### config.mk
export PLATFORM = sky130hd
export DESIGN_NAME = branch_unit
export DESIGN_NICKNAME = d
export VERILOG_FILES = /design/src/rtl/branch_unit.sv
export SDC_FILE = /design/constraint.sdc
export NUM_CORES = 1
export LEC_CHECK = 0
export CORE_ASPECT_RATIO = 0.5
export CORE_UTILIZATION = 40
export DETAILED_ROUTE_END_ITERATION = 12
export PLACE_DENSITY = 0.7
export REMOVE_ABC_BUFFERS = 1
export SYNTH_ARGS = -nofsm -noshare
export SYNTH_HDL_FRONTEND = slang
export SYNTH_SLANG_ARGS = --single-unit
### constraint.sdc
create_clock -name clk -period 4.55 [get_ports clk]
set_input_delay 1.365 -clock clk [delete_from_list [all_inputs] [get_ports clk]]
set_output_delay 1.365 -clock clk [all_outputs]
set_load 0.1 [all_outputs]
### src/rtl/branch_unit.sv
// Purpose : BR resolution and PC ownership for the SLC-3 datapath. Latches a BR
//           instruction, strobes the BEN logic, then conditionally redirects PC.
// Latency : br_req at edge 0 -> ld_ben_o in cycle 1 -> PC at edge 2 -> done in cycle 3.
// Backpressure: none; br_req/pc_inc/pc_ld_bus are dropped (not queued) while busy.
//
// Ports:
//   clk, reset           clock and asynchronous active-low reset
//   br_req, ir           BR decoded pulse and the instruction it refers to
//   ben                  registered branch-enable result, valid in EVAL
//   pc_inc, pc_ld_bus    fetch increment / load-from-bus requests (IDLE only)
//   bus                  datapath bus value for pc_ld_bus
//   nzp_o, ld_ben_o      mask and load strobe toward the BEN logic
//   pc                   program counter
//   busy, done, taken    branch in flight / resolved pulse / held resolution result
module branch_unit #(
  parameter int              WIDTH    = 16,
  parameter int              OFF_W    = 9,
  parameter logic [WIDTH-1:0] RESET_PC = '0
) (
  input  logic             clk,
  input  logic             reset,
  input  logic             br_req,
  input  logic [WIDTH-1:0] ir,
  input  logic             ben,
  input  logic             pc_inc,
  input  logic             pc_ld_bus,
  input  logic [WIDTH-1:0] bus,
  output logic [2:0]       nzp_o,
  output logic             ld_ben_o,
  output logic [WIDTH-1:0] pc,
  output logic             busy,
  output logic             done,
  output logic             taken
);

  typedef enum logic [1:0] {
    IDLE  = 2'd0,
    ISSUE = 2'd1,
    EVAL  = 2'd2
  } state_t;

  state_t           state;
  state_t           state_nxt;
  logic [WIDTH-1:0] ir_lat;
  logic [WIDTH-1:0] pc_nxt;
  logic [WIDTH-1:0] offset_sext;
  logic             unused_ir_lat;

  // Only the nzp and offset fields are consumed; the rest of the latched word
  // is kept so the full instruction is visible for debug.
  assign unused_ir_lat = ^ir_lat;

  assign offset_sext = {{(WIDTH-OFF_W){ir_lat[OFF_W-1]}}, ir_lat[OFF_W-1:0]};

  // State register
  always_ff @(posedge clk or negedge reset) begin
    if (!reset) begin
      state <= IDLE;
    end else begin
      state <= state_nxt;
    end
  end

  // Next-state logic
  always_comb begin
    state_nxt = state;
    case (state)
      IDLE:    if (br_req) state_nxt = ISSUE;
      ISSUE:   state_nxt = EVAL;
      EVAL:    state_nxt = IDLE;
      default: state_nxt = IDLE;
    endcase
  end

  // Moore outputs
  always_comb begin
    ld_ben_o = (state == ISSUE);
    busy     = (state != IDLE);
    nzp_o    = ir_lat[11:9];
  end

  // PC source select. In IDLE a same-cycle br_req is accepted alongside the
  // PC update, so the later branch target naturally builds on the updated PC.
  always_comb begin
    pc_nxt = pc;
    case (state)
      IDLE: begin
        if (pc_ld_bus) begin
          pc_nxt = bus;
        end else if (pc_inc) begin
          pc_nxt = pc + {{(WIDTH-1){1'b0}}, 1'b1};
        end
      end
      EVAL: begin
        if (ben) pc_nxt = pc + offset_sext;
      end
      default: pc_nxt = pc;
    endcase
  end

  // Datapath registers
  always_ff @(posedge clk or negedge reset) begin
    if (!reset) begin
      pc     <= RESET_PC;
      ir_lat <= '0;
      done   <= 1'b0;
      taken  <= 1'b0;
    end else begin
      pc   <= pc_nxt;
      done <= (state == EVAL);
      if (state == IDLE && br_req) begin
        ir_lat <= ir;
      end
      if (state == EVAL) begin
        taken <= ben;
      end
    end
  end

endmodule

# Yosys cells after proc, flatten, opt, wreduce, memory -nomap -nowiden
# Cells that the tools add are included.
# word_totals
word_cells,23
register_bits,32
inputBits,38
out_inout_bits,23
# op_classes
n_reduce_logical,5
addsub,2
mux,6
n_eq_ne,5
# op_table
op,count
2-to-1 mux 16 bit,3
one-hot mux 16 bit (2 select lines),1
"adder 16 x 1 -> 16 bit, second input constant",1
adder 16 bit,1
"!= test 2 bit, second input constant",2
one-hot mux 2 bit (2 select lines),1
nonzero test 2 bit,2
"!= test 3 bit, second input constant",1
AND reduction 3 bit,1
"equality test 2 x 1 -> 1 bit, second input constant",1
"equality test 2 bit, second input constant",1
zero test 2 bit,1
2-to-1 mux 2 bit,1
logical AND 1 bit,1

# Depth between registers and ports, before layout
# Gate-level depths: netlist of the first run.
# depth
depth_word,4
depth_mapped,8
ltp_nobuf,8

# Worst setup path after synthesis of the first run
# OpenSTA, ideal clock, no wires.
# synth_path
path_kind,reg-to-output
start,register state[1]
end,output ld_ben_o
required_time_ns,3.185
path_buffers,0
arrival_time_ns,1.773
setup_slack_ns,1.412
path_stages_with_launch,2
path_cell_list,dfrtp_1 nor2b_1
# synth_via
elab_chain_cells,1
# synth_rtl
item,line_no,source
start: declaration,42,state_t state;
start signal: assignment,60,state <= state_nxt;
equality test 2 x 1 -> 1 bit,77,ld_ben_o = (state == ISSUE);
end: declaration,29,"output logic ld_ben_o,"
# Every way passes these cells.

# Worst setup path after layout of the first run
# layout_path
start,register pc[1]
end,output pc[1]
# layout_lines
item,line_no,source
start: declaration,30,"output logic [WIDTH-1:0] pc,"
start signal: assignment,109,pc <= pc_nxt;
# No word-level cell between the ends.

==> results.txt, run 1 <==
----------------------------------------------------
[Timing]
  Final total negative setup slack ... 0 ns
  Worst-case headroom to the max-slew limit ... 33.95%
  Final count of pins violating max slew ... 0
  Upper clock frequency limit ... 289.3 MHz
  Final Skew ... 0.004169 ns
  Final number of hold-violating endpoints ... 0
  Final clock period utilization by the worst path ... 75.98%
  RSZ-0062 raised after global routing ... no
  Time the worst path needs with I/O delays and setup ... 3.457 ns
  Post-route setup slack ... 1.093 ns
  Slew of the pin with the lowest slew margin ... just under 1 ns
  Count of final setup violators ... 0

[Global routing]
  All-layer global routing usage ... 22.40%
  Maximum number of pins on one net before global-route repair ... 33
  First-pass GRT wire length ... 12.01 mm
  Antenna violations before repair ... 0
  Via count of the first global-routing pass ... 2471
  Sum of overflow across all layers after global routing ... 0

[Place]
  Buffers on Ports ... 56
  Worst setup slack before clock tree synthesis ... approximately 1.2 ns
  Sum of net half-perimeters after detailed placement ... around 5.6 mm
  Final GP Congestion ... 0.8133

[Synth]
  Async set or reset register ratio after synthesis ... 100.0%
  Cell taking the most area after synthesis ... dfrtp_1
  Number of flops mapped to enable cells by yosys ... 0
  Most area-consuming cells after synthesis ... dfrtp_1 30%, ha_1 7.4%, o21ai_0 5.6%
  Library cell with the highest instance count after synthesis ... nand2_1
  Synthesized netlist cell count ... 312
  Syn avg cell area ... 8.642 sq um
  Number of library cell types mapped by synthesis ... 65
  Most frequent cells after synthesis ... 36 x nand2_1, 32 x dfrtp_1, 30 x o21ai_0, 22 x a21oi_1, 21 x nor2_1
  Leading register cell type out of synthesis ... dfrtp_1
  Post-synthesis sequential area ratio ... a little under 30%
  Ys Warns ... 0
  Post-synth design cell area ... 2696 sq um
  Yosys reg bits ... 32
  Share of Yosys cell area claimed by the top area cell type ... 29.70%

[Clocking]
  Post-CTS Resized ... 0
  Clock tree from TritonCTS ... done
  Buffer type at the clock tree root ... clkbuf_16
  Clk pin slew, worst setup/hold paths ... roughly 0.060 ns
  Number of post-CTS setup repair buffers ... 0
  Clock network latency to the later pin of the worst-skew pair ... 0.29 ns
  TritonCTS Sinks ... 32
  H-tree Lvls ... 2
  Num CTS Buffers ... 5
  Max Buffers Root-to-Sink ... 2
  Hold buffer count at CTS ... 0

[Critical path]
  WP data required ... 3.18 ns
  Nature of the critical path endpoint ... primary output
  Delay of the slowest cell on the worst path ... 1.21 ns
  Critical path, cell by cell ... clkdlybuf4s50_1
  Number of gates on the worst path with buffers counted ... 1
  Depth of the most critical reg-to-reg path ... 8
  Setup Crit Path Kind ... reg2out
  Standard cell with the maximum stage delay on the critical path ... clkdlybuf4s50_1
  Type of origin of the critical path ... flop
  Max FO, Critical Path ... 8
  WP buf/inv ... 1
  Signal arrival time at the worst endpoint ... 2.09 ns
  Cell class contributing the biggest share of worst-path delay ... buffers and inverters

[Power and ir drop]
  Ratio of total power to cell area ... roughly 820 nW/um^2
  Worst IR Drop VDD ... 0.3452 mV
  Static Leakage ... ~1.4 nW

[Worst hold path]
  WHS Path Cells ... 2
  Hold WC Path Type ... reg2reg

[Floorplan]
  Die Span Y ... 60.06 microns
  I/O pin count ... between 60 and 70
  Die area ... 7093 sq um
  X dimension of the die ... 118.1 microns
  Site Rows ... 20
  Initial core utilization ... 42.93%
  Standard cell core area ... between 6000 and 7000 sq um

[Route]
  Number of routed nets with antenna violations ... 0
  Routed WL per cell ... 16.37 microns
  Number of DRC violations after detailed-routing iteration 0 ... 127
  Vias per cell ... 5.840
  Remaining design rule violation count ... 0
  Sum of routed wire length over all layers ... about 7.4 mm
  Vias after detailed routing ... 2634
  1st-pass router iterations ... 4

[Run]
  Max_cap viols ... 0

[Status]
  Result of the run ... complete, no violations

[Layout]
  Layout area overhead ... 27.84%
  Number of filler instances in the final layout ... approximately 560
  NumNets Final ... 417
  Antenna cell count ... 0
  Share of cells above drive strength 1 ... 11.29%

----------------------------------------------------
-- cell families (layout without fill, tap and decap cells) --
family / Yosys count / in the layout / share of synthesized area [%]
simple gates: 110 / 110 / 21.25
compound gates: 100 / 100 / 25.38
flops: 32 / 32 / 29.70
buf+inv: 25 / 76 / 5.336
fa+ha+maj: 17 / 17 / 8.167
xor+xnor: 16 / 16 / 5.197
mux: 12 / 12 / 4.965
-- cell type report --
class	count	area (sq um)	share of cell area [%]
multi-input combinational	255	1752	50.82
sequential	32	800.8	23.23
timing repair buffer	59	583.1	16.91
clock buffer	5	125.1	3.630
tap	88	110.1	3.194
clock inverter	3	42.54	1.234
inverter	9	33.78	0.9800
-- where the power goes --
part,internal [mW],switching (mW)
logic,0.599,1.25
clock network,0.257,0.136
registers,0.385,0.191
-- final timing paths --
path / from / to / slack, ns
min reg2reg: taken$_DFFE_PN0P_ / taken$_DFFE_PN0P_ / 0.50
max in group asynchronous: reset / pc[14]$_DFFE_PN0P_ / 2.75
min: taken$_DFFE_PN0P_ / taken$_DFFE_PN0P_ / 0.50
min in group asynchronous: reset / pc[3]$_DFFE_PN0P_ / 1.49
max reg2reg: pc[0]$_DFFE_PN0P_ / pc[14]$_DFFE_PN0P_ / 1.80
max: pc[1]$_DFFE_PN0P_ / pc[1] / 1.09
-- per-stage QoR --
stage	hold WS, ns	utilization (%)	instance area [sq um]	instances	power (mW)
floorplan	0.4849	-	2586	296	1.955
global placement	0.4642	52.21	3279	443	2.370
detailed placement	0.4900	52.21	3279	443	2.407
CTS	0.5024	54.88	3447	451	2.805
global route	0.5153	54.88	3447	451	2.984
finish	0.4999	54.88	3447	451	2.814
-- cell usage in the layout, fill, tap and decap left out, types with 5 or more instances in the layout --
master           instances
clkdlybuf4s50_1         56
nand2_1                 36
dfrtp_1                 32
o21ai_0                 30
a21oi_1                 22
nor2_1                  21
ha_1                    16
nor3_1                  14
nand3_1                 13
mux2_2                  11
xor2_1                  10
inv_1                    8
xnor2_1                  6
o211ai_1                 5
clkbuf_16                5
-- per-layer routing --
layer | track usage [%] | vias to the layer above | share of wire (%) | routed length (microns)
met5 | 0 | - | 0 | 0
met4 | 8.791 | 0 | 1.6 | 120
met3 | 5.248 | 14 | 4.9 | 362
met2 | 37.82 | 85 | 47 | 3459
met1 | 28.45 | 1277 | 47 | 3439
li1 | - | 1258 | - | -
-- state kept, by name (all words and copies together), names as in the netlist --
name    cells
done        1
pc         16
taken       1
state       2
ir_lat     12
-- worst min-delay path: stages (launching register included) --
cell and delay [ns]:
dfrtp_1 0.35, nand2_1 0.06, nand2_1 0.06
Note: power is estimated with default switching activity, not from simulation.
==> run 2: changes to the inputs <==
Settings changed: PLACE_DENSITY 0.7 to 0.72.
Clock period 4.55 ns to 3.03 ns, I/O delays scaled along.
==> run 2 against run 1 <==
Effect of this change:
- sequential power increased by 48%
- largest cell class unchanged
- combinational power up 50%
- global-route usage down 1.7 points
- worst setup slack lost 0.54 ns
- clock-buffer cell count rose by 2
- highest routed layer unchanged
- critical endpoint is now pc[15]$_DFFE_PN0P_
- first-iteration DRC count is 16% higher
- routed wire length decreased by 3.4%
- final cell count increased by 0.89%
- non-clock buffer count is 4 higher
- power is 47% higher
- utilization is 0.72 points lower
==> results.txt, run 2 (synthesized netlist as in run 1, its figures left out) <==
----------------------------------------------------
[Layout]
  Share of cells above drive strength 1 ... 18.26% (was 11.29%)
  Biggest regs ... pc: 16 flops, ir_lat: 12 flops, state: 2 flops (unchanged)
  NumNets Final ... 421 (was 417)
  Highest-count cells in the layout ignoring fill and taps ... 36 x nand2_1, 33 x clkdlybuf4s50_1, 32 x dfrtp_1 (was 56 x clkdlybuf4s50_1, 36 x nand2_1, 32 x dfrtp_1)
  Final standard cell count with taps included and fillers excluded ... 455 (was 451)
  Most common cell after layout, fill and taps aside ... nand2_1 (was clkdlybuf4s50_1)
  Number of filler instances in the final layout ... 581 (was 563)
  Antenna cell count ... 0 (unchanged)
  Layout area overhead ... 26.17% (was 27.84%)
  Max FFs per register ... 16 (unchanged)
  Largest Register ... pc (unchanged)

[Timing]
  Worst-case headroom to the max-slew limit ... 58.63% (was 33.95%)
  Slew of the pin with the lowest slew margin ... 0.6194 ns (was 0.9876 ns)
  Final count of pins violating max slew ... 0 (unchanged)
  Final total negative setup slack ... 0 ns (unchanged)
  Final Skew ... 0.008281 ns (was 0.004169 ns)
  Upper clock frequency limit ... 404.1 MHz
  Final number of hold-violating endpoints ... 0 (unchanged)
  Final clock period utilization by the worst path ... 81.67%
  Time the worst path needs with I/O delays and setup ... 2.475 ns
  RSZ-0062 raised after global routing ... no (unchanged)
  Count of final setup violators ... 0 (unchanged)

[Critical path]
  WP data required ... 3.17 ns (was 3.18 ns)
  Signal arrival time at the worst endpoint ... 2.61 ns (was 2.09 ns)
  Nature of the critical path endpoint ... flop (was primary output)
  Cell class contributing the biggest share of worst-path delay ... compound AO/OA/AOI/OAI gates (was buffers and inverters)
  Launching instance or port of the critical path ... ir_lat[8]$_DFFE_PN0P_ (was pc[1]$_DFFE_PN0P_)
  Standard cell with the maximum stage delay on the critical path ... dfrtp_1 (was clkdlybuf4s50_1)
  Delay of the slowest cell on the worst path ... 0.53 ns (was 1.21 ns)
  Type of origin of the critical path ... flop (unchanged)
  Startpoint of the lowest-slack register-to-register path ... ir_lat[8]$_DFFE_PN0P_ (was pc[0]$_DFFE_PN0P_)
  Depth of the most critical reg-to-reg path ... 7 (was 8)
  Number of gates on the worst path with buffers counted ... 7 (was 1)
  Terminus of the critical flop-to-flop path ... pc[15]$_DFFE_PN0P_ (was pc[14]$_DFFE_PN0P_)
  Reg2Reg Setup Slack ... 0.56 ns (was 1.80 ns)
  Setup Crit Path Kind ... reg2reg (was reg2out)
  Critical path, cell by cell ... ha_1 > a21o_4 > a31oi_1 > or3_4 > o211a_1 > a2111oi_2 > o211ai_1 (was clkdlybuf4s50_1)
  Timing endpoint of the critical path ... pc[15]$_DFFE_PN0P_ (was pc[1])
  Max FO, Critical Path ... 11 (was 8)
  WP buf/inv ... 0 (was 1)

[Route]
  1st-pass router iterations ... 5 (was 4)
  Number of routed nets with antenna violations ... 0 (unchanged)
  Routed WL per cell ... 15.67 microns (was 16.37 microns)
  Remaining design rule violation count ... 0 (unchanged)
  Sum of routed wire length over all layers ... 7.131 mm (was 7.382 mm)
  Vias per cell ... 5.760 (was 5.840)
  Vias after detailed routing ... 2621 (was 2634)
  Number of DRC violations after detailed-routing iteration 0 ... 147 (was 127)

[Global routing]
  First-pass GRT wire length ... 11.47 mm (was 12.01 mm)
  Antenna violations before repair ... 0 (unchanged)
  Via count of the first global-routing pass ... 2448 (was 2471)
  Sum of overflow across all layers after global routing ... 0 (unchanged)
  Maximum number of pins on one net before global-route repair ... 33 (unchanged)
  All-layer global routing usage ... 20.73% (was 22.40%)

[Floorplan]
  X dimension of the die ... 118.1 microns (unchanged)
  Die Span Y ... 60.06 microns (unchanged)
  Site Rows ... 20 (unchanged)
  Standard cell core area ... 6281 sq um (unchanged)
  I/O pin count ... 61 (unchanged)
  Initial core utilization ... 42.93% (unchanged)
  Die area ... 7093 sq um (unchanged)

[Status]
  Result of the run ... complete, no violations (unchanged)

[Place]
  Buffers on Ports ... 56 (unchanged)
  Dpl cells ... 447 (was 443)
  Sum of net half-perimeters after detailed placement ... 5.433 mm (was 5.553 mm)
  Final GP Congestion ... 0.8777 (was 0.8133)

[Power and ir drop]
  Ratio of total power to cell area ... 1212 nW/um^2 (was 816.3 nW/um^2)
  Worst IR Drop VDD ... 0.5730 mV (was 0.3452 mV)
  Static Leakage ... 1.418 nW (was 1.384 nW)

[Worst hold path]
  Source of the worst hold timing path ... taken$_DFFE_PN0P_ (unchanged)
  Hold WC Path Type ... reg2reg (unchanged)

[Clocking]
  TritonCTS Sinks ... 32 (unchanged)
  Hold buffer count at CTS ... 0 (unchanged)
  Max Buffers Root-to-Sink ... 2 (unchanged)
  Num CTS Buffers ... 5 (unchanged)
  Clock tree from TritonCTS ... done (unchanged)
  Clock network latency to the later pin of the worst-skew pair ... 0.28 ns (was 0.29 ns)
  H-tree Lvls ... 2 (unchanged)
  Clk pin slew, worst setup/hold paths ... 0.05 ns (was 0.06 ns)
  Post-CTS Resized ... 0 (unchanged)
  Buffer type at the clock tree root ... clkbuf_16 (unchanged)
  Number of post-CTS setup repair buffers ... 0 (unchanged)

[Run]
  Max_cap viols ... 0 (unchanged)

----------------------------------------------------
[run 2: cell types whose count changed in the layout (fill, tap and decap cells not counted)]
cell,before,now
clkdlybuf4s50_1,56,33
clkbuf_8,0,1
buf_4,3,30
clkinv_2,1,0
clkbuf_1,0,1
bufinv_16,1,0
[run 2: worst min-delay path, stage by stage (launching register included)]
cell and delay (ns):
dfrtp_1 0.35, nand2_1 0.06, nand2_1 0.06
[run 2: worst min-delay path by stage]
stage	to	slack (ns)	cells after the start
floorplan	ir_lat[0]$_DFFE_PN0P_	0.48	1
global placement	taken$_DFFE_PN0P_	0.46	2
detailed placement	taken$_DFFE_PN0P_	0.49	2
CTS	taken$_DFFE_PN0P_	0.50	2
global route	taken$_DFFE_PN0P_	0.52	2
finish	taken$_DFFE_PN0P_	0.50	2
[run 2: routing by layer]
layer	global-route usage (%)	vias up	wire length (microns)
met2	36.72	71	3453
met5	0	-	0
li1	-	1259	-
met3	3.340	9	340
met4	7.326	0	99
met1	26.29	1282	3237
[run 2: area by class of cell]
class	count	area [sq um]	share of cell area, %
well taps	88	110.1	3.236
inverters	9	33.78	0.9930
flip-flops and latches	32	800.8	23.54
multi-input cells	255	1752	51.49
clock inverters	1	7.507	0.2207
repair buffers	63	555.5	16.33
clock buffers	7	142.6	4.193
[run 2: per-stage QoR]
stage	hold slack, ns	util [%]	setup WS (ns)	area (sq um)	total power [mW]
floorplan	0.4849	-	0.1154	2586	2.936
global placement	0.4650	51.77	0.3546	3252	3.533
detailed placement	0.4863	51.77	0.3274	3252	3.594
CTS	0.4989	54.16	0.5887	3402	4.118
global route	0.5183	54.16	0.3858	3402	4.368
finish	0.5007	54.16	0.5554	3402	4.124
[run 2: power by group]
part / internal [mW] / switching (mW)
registers: 0.578 / 0.275
clock network: 0.327 / 0.186
logic: 0.873 / 1.88
total: 1.78 / 2.35
==> run 3: changes to the inputs <==
Clock period 3.03 ns to 2.1 ns, I/O delays scaled along.
==> run 3 against run 2 <==
Effect of this change:
- first-iteration DRC count rose by 29%
- critical path depth up 1
- power is 89% higher
- sequential share of layout area decreased by 4.9 points
- via count up 8.0%
- worst setup slack worse by 0.68 ns
- the run now ends with setup timing left
- clock-buffer cell count down 1
- register-to-register slack got worse by 0.68 ns
- die area unchanged
- sequential cell count unchanged
- clock power is 62% higher
- largest cell class unchanged
- routed wire length rose by 17%
==> results.txt, run 3 (synthesized netlist as in run 1, its figures left out) <==
----------------------------------------------------
[Floorplan]
  Site Rows ... 20 (unchanged)
  Die area ... 7093 sq um (unchanged)
  X dimension of the die ... 118.1 microns (unchanged)
  Initial core utilization ... 42.93% (unchanged)
  Standard cell core area ... 6281 sq um (unchanged)
  I/O pin count ... 61 (unchanged)
  Die Span Y ... 60.06 microns (unchanged)

[Layout]
  Largest Register ... pc (unchanged)
  Number of filler instances in the final layout ... 515 (was 581)
  Final standard cell utilization of the core ... 68.41% (was 54.16%)
  Biggest regs ... pc: 16 flops, ir_lat: 12 flops, state: 2 flops (unchanged)
  Antenna cell count ... 0 (unchanged)
  Layout area overhead ... 59.35% (was 26.17%)
  Share of cells above drive strength 1 ... 32.70% (was 18.26%)
  NumNets Final ... 476 (was 421)
  Final standard cell count with taps included and fillers excluded ... 510 (was 455)
  Max FFs per register ... 16 (unchanged)
  Most common cell after layout, fill and taps aside ... buf_4 (was nand2_1)
  Highest-count cells in the layout ignoring fill and taps ... 59 x buf_4, 36 x nand2_1, 33 x clkdlybuf4s50_1 (was 36 x nand2_1, 33 x clkdlybuf4s50_1, 32 x dfrtp_1)

[Route]
  Vias after detailed routing ... 2830 (was 2621)
  Routed WL per cell ... 16.42 microns (was 15.67 microns)
  Vias per cell ... 5.549 (was 5.760)
  Remaining design rule violation count ... 0 (unchanged)
  1st-pass router iterations ... 5 (unchanged)
  Sum of routed wire length over all layers ... 8.373 mm (was 7.131 mm)
  Number of DRC violations after detailed-routing iteration 0 ... 189 (was 147)
  Number of routed nets with antenna violations ... 0 (unchanged)

[Timing]
  RSZ-0062 raised after global routing ... yes (was no)
  Final number of hold-violating endpoints ... 0 (unchanged)
  Count of final setup violators ... 7 (was 0)
  Post-route setup slack ... -0.1200 ns (was 0.5554 ns)
  Worst-case headroom to the max-slew limit ... 70.07% (was 58.63%)
  Slew of the pin with the lowest slew margin ... 0.4489 ns (was 0.6194 ns)
  Upper clock frequency limit ... 450.5 MHz (was 404.1 MHz)
  Time the worst path needs with I/O delays and setup ... 2.220 ns (was 2.475 ns)
  Final count of pins violating max slew ... 0 (unchanged)
  Final total negative setup slack ... -0.3789 ns (was 0 ns)
  Final clock period utilization by the worst path ... 105.7% (was 81.67%)
  Final Skew ... 0.002337 ns (was 0.008281 ns)

[Power and ir drop]
  Static Leakage ... 1.825 nW (was 1.418 nW)
  Ratio of total power to cell area ... 1818 nW/um^2 (was 1212 nW/um^2)
  Worst IR Drop VDD ... 0.8076 mV (was 0.5730 mV)
  PnR Total Power ... 7.810 mW (was 4.124 mW)

[Worst hold path]
  Hold WC Path Type ... reg2reg (unchanged)
  Source of the worst hold timing path ... ir_lat[2]$_DFFE_PN0P_ (was taken$_DFFE_PN0P_)

[Clocking]
  TritonCTS Sinks ... 32 (unchanged)
  Clock tree from TritonCTS ... done (unchanged)
  Clk pin slew, worst setup/hold paths ... 0.05 ns (about the same)
  Clock network latency to the later pin of the worst-skew pair ... 0.28 ns (about the same)
  Max Buffers Root-to-Sink ... 2 (unchanged)
  Buffer type at the clock tree root ... clkbuf_16 (unchanged)
  H-tree Lvls ... 2 (unchanged)
  Num CTS Buffers ... 5 (unchanged)

[Critical path]
  Launching instance or port of the critical path ... pc[0]$_DFFE_PN0P_ (was ir_lat[8]$_DFFE_PN0P_)
  Nature of the critical path endpoint ... flop (unchanged)
  Type of origin of the critical path ... flop (unchanged)
  Signal arrival time at the worst endpoint ... 2.39 ns (was 2.61 ns)
  Setup Crit Path Kind ... reg2reg (unchanged)
  Max FO, Critical Path ... 3 (was 11)
  Startpoint of the lowest-slack register-to-register path ... pc[0]$_DFFE_PN0P_ (was ir_lat[8]$_DFFE_PN0P_)
  WP data required ... 2.27 ns (was 3.17 ns)

[Status]
  Result of the run ... finished with violations (was complete, no violations)
  Failing checks ... setup timing

[Place]
  Final GP Congestion ... 0.8430 (was 0.8777)
  Dpl cells ... 497 (was 447)
  Worst setup slack before clock tree synthesis ... -0.2471 ns (was 0.3274 ns)
  Sum of net half-perimeters after detailed placement ... 6.364 mm (was 5.433 mm)
  Buffers on Ports ... 56 (unchanged)

[Global routing]
  Sum of overflow across all layers after global routing ... 0 (unchanged)
  Via count of the first global-routing pass ... 2700 (was 2448)
  All-layer global routing usage ... 24.92% (was 20.73%)
  Antenna violations before repair ... 0 (unchanged)
  First-pass GRT wire length ... 13.53 mm (was 11.47 mm)
  Maximum number of pins on one net before global-route repair ... 33 (unchanged)

[Run]
  Max_cap viols ... 0 (unchanged)

----------------------------------------------------
## run 3: changes by cell type in the layout (fill, tap and decap cells not counted), moves of 2 or more
cell | before | now
buf_4 | 30 | 59
buf_6 | 0 | 2
ha_1 | 16 | 9
ha_4 | 0 | 7
o21ai_1 | 1 | 6
buf_12 | 0 | 24
o21ai_0 | 30 | 25
## run 3: timing repair
item                       in CTS  in global routing
setup endpoints to repair       7                  8
resized for setup              14                 13
pin swaps                       5                  6
buffers inserted                1                  4
hold endpoints to repair        0                  0
hold buffers                    0                  0
## run 3: final timing paths
| path | cells past startpoint | endpoint | slack (ns) |
|---|---|---|---|
| worst min-delay path | 1 | ir_lat[2]$_DFFE_PN0P_ | 0.51 |
| worst max-delay path | 8 | pc[14]$_DFFE_PN0P_ | -0.12 |
| worst max register to register | 8 | pc[14]$_DFFE_PN0P_ | -0.12 |
| worst min register to register | 1 | ir_lat[2]$_DFFE_PN0P_ | 0.51 |
| min in group asynchronous | 2 | pc[2]$_DFFE_PN0P_ | 0.75 |
| max in group asynchronous | 2 | ir_lat[8]$_DFFE_PN0P_ | 1.00 |
## run 3: power by group
group	leakage (nW)	internal [mW]	switching, mW
Clock	0.0808	0.557	0.272
Combinational	1.36	2.56	3.32
Sequential	0.384	0.838	0.256
## run 3: area by class of cell
class	instances	area, sq um	share of cell area (%)
inverters	9	33.78	0.7863
repair buffers	118	1276	29.70
clock inverters	2	35.03	0.8154
flip-flops and latches	32	802.0	18.67
multi-input cells	255	1911	44.47
well taps	88	110.1	2.563
clock buffers	6	128.9	2.999
## run 3: through the flow
step           cell area (sq um)  hold slack (ns)
2_1_floorplan               2586           0.3344
3_3_place_gp                3915           0.4987
3_5_place_dp                3915           0.5039
4_1_cts                     4190           0.5156
5_1_grt                     4297           0.5478
6_report                    4297           0.5110
## run 3: per-layer routing
metal  share of wire, %  track usage, %
met2                 49           44.20
met3                5.2           4.962
met1                 45           31.65
met4                1.2           6.777
met5                  0               0
## run 3: critical path, stage by stage, from the launching register on
cell and delay (ns):
dfrtp_1 0.41, ha_4 0.19, fa_2 0.33, a21o_1 0.19
a22o_4 0.25, o21ai_4 0.16, o21bai_2 0.09, or3_1 0.31
a31o_1 0.18
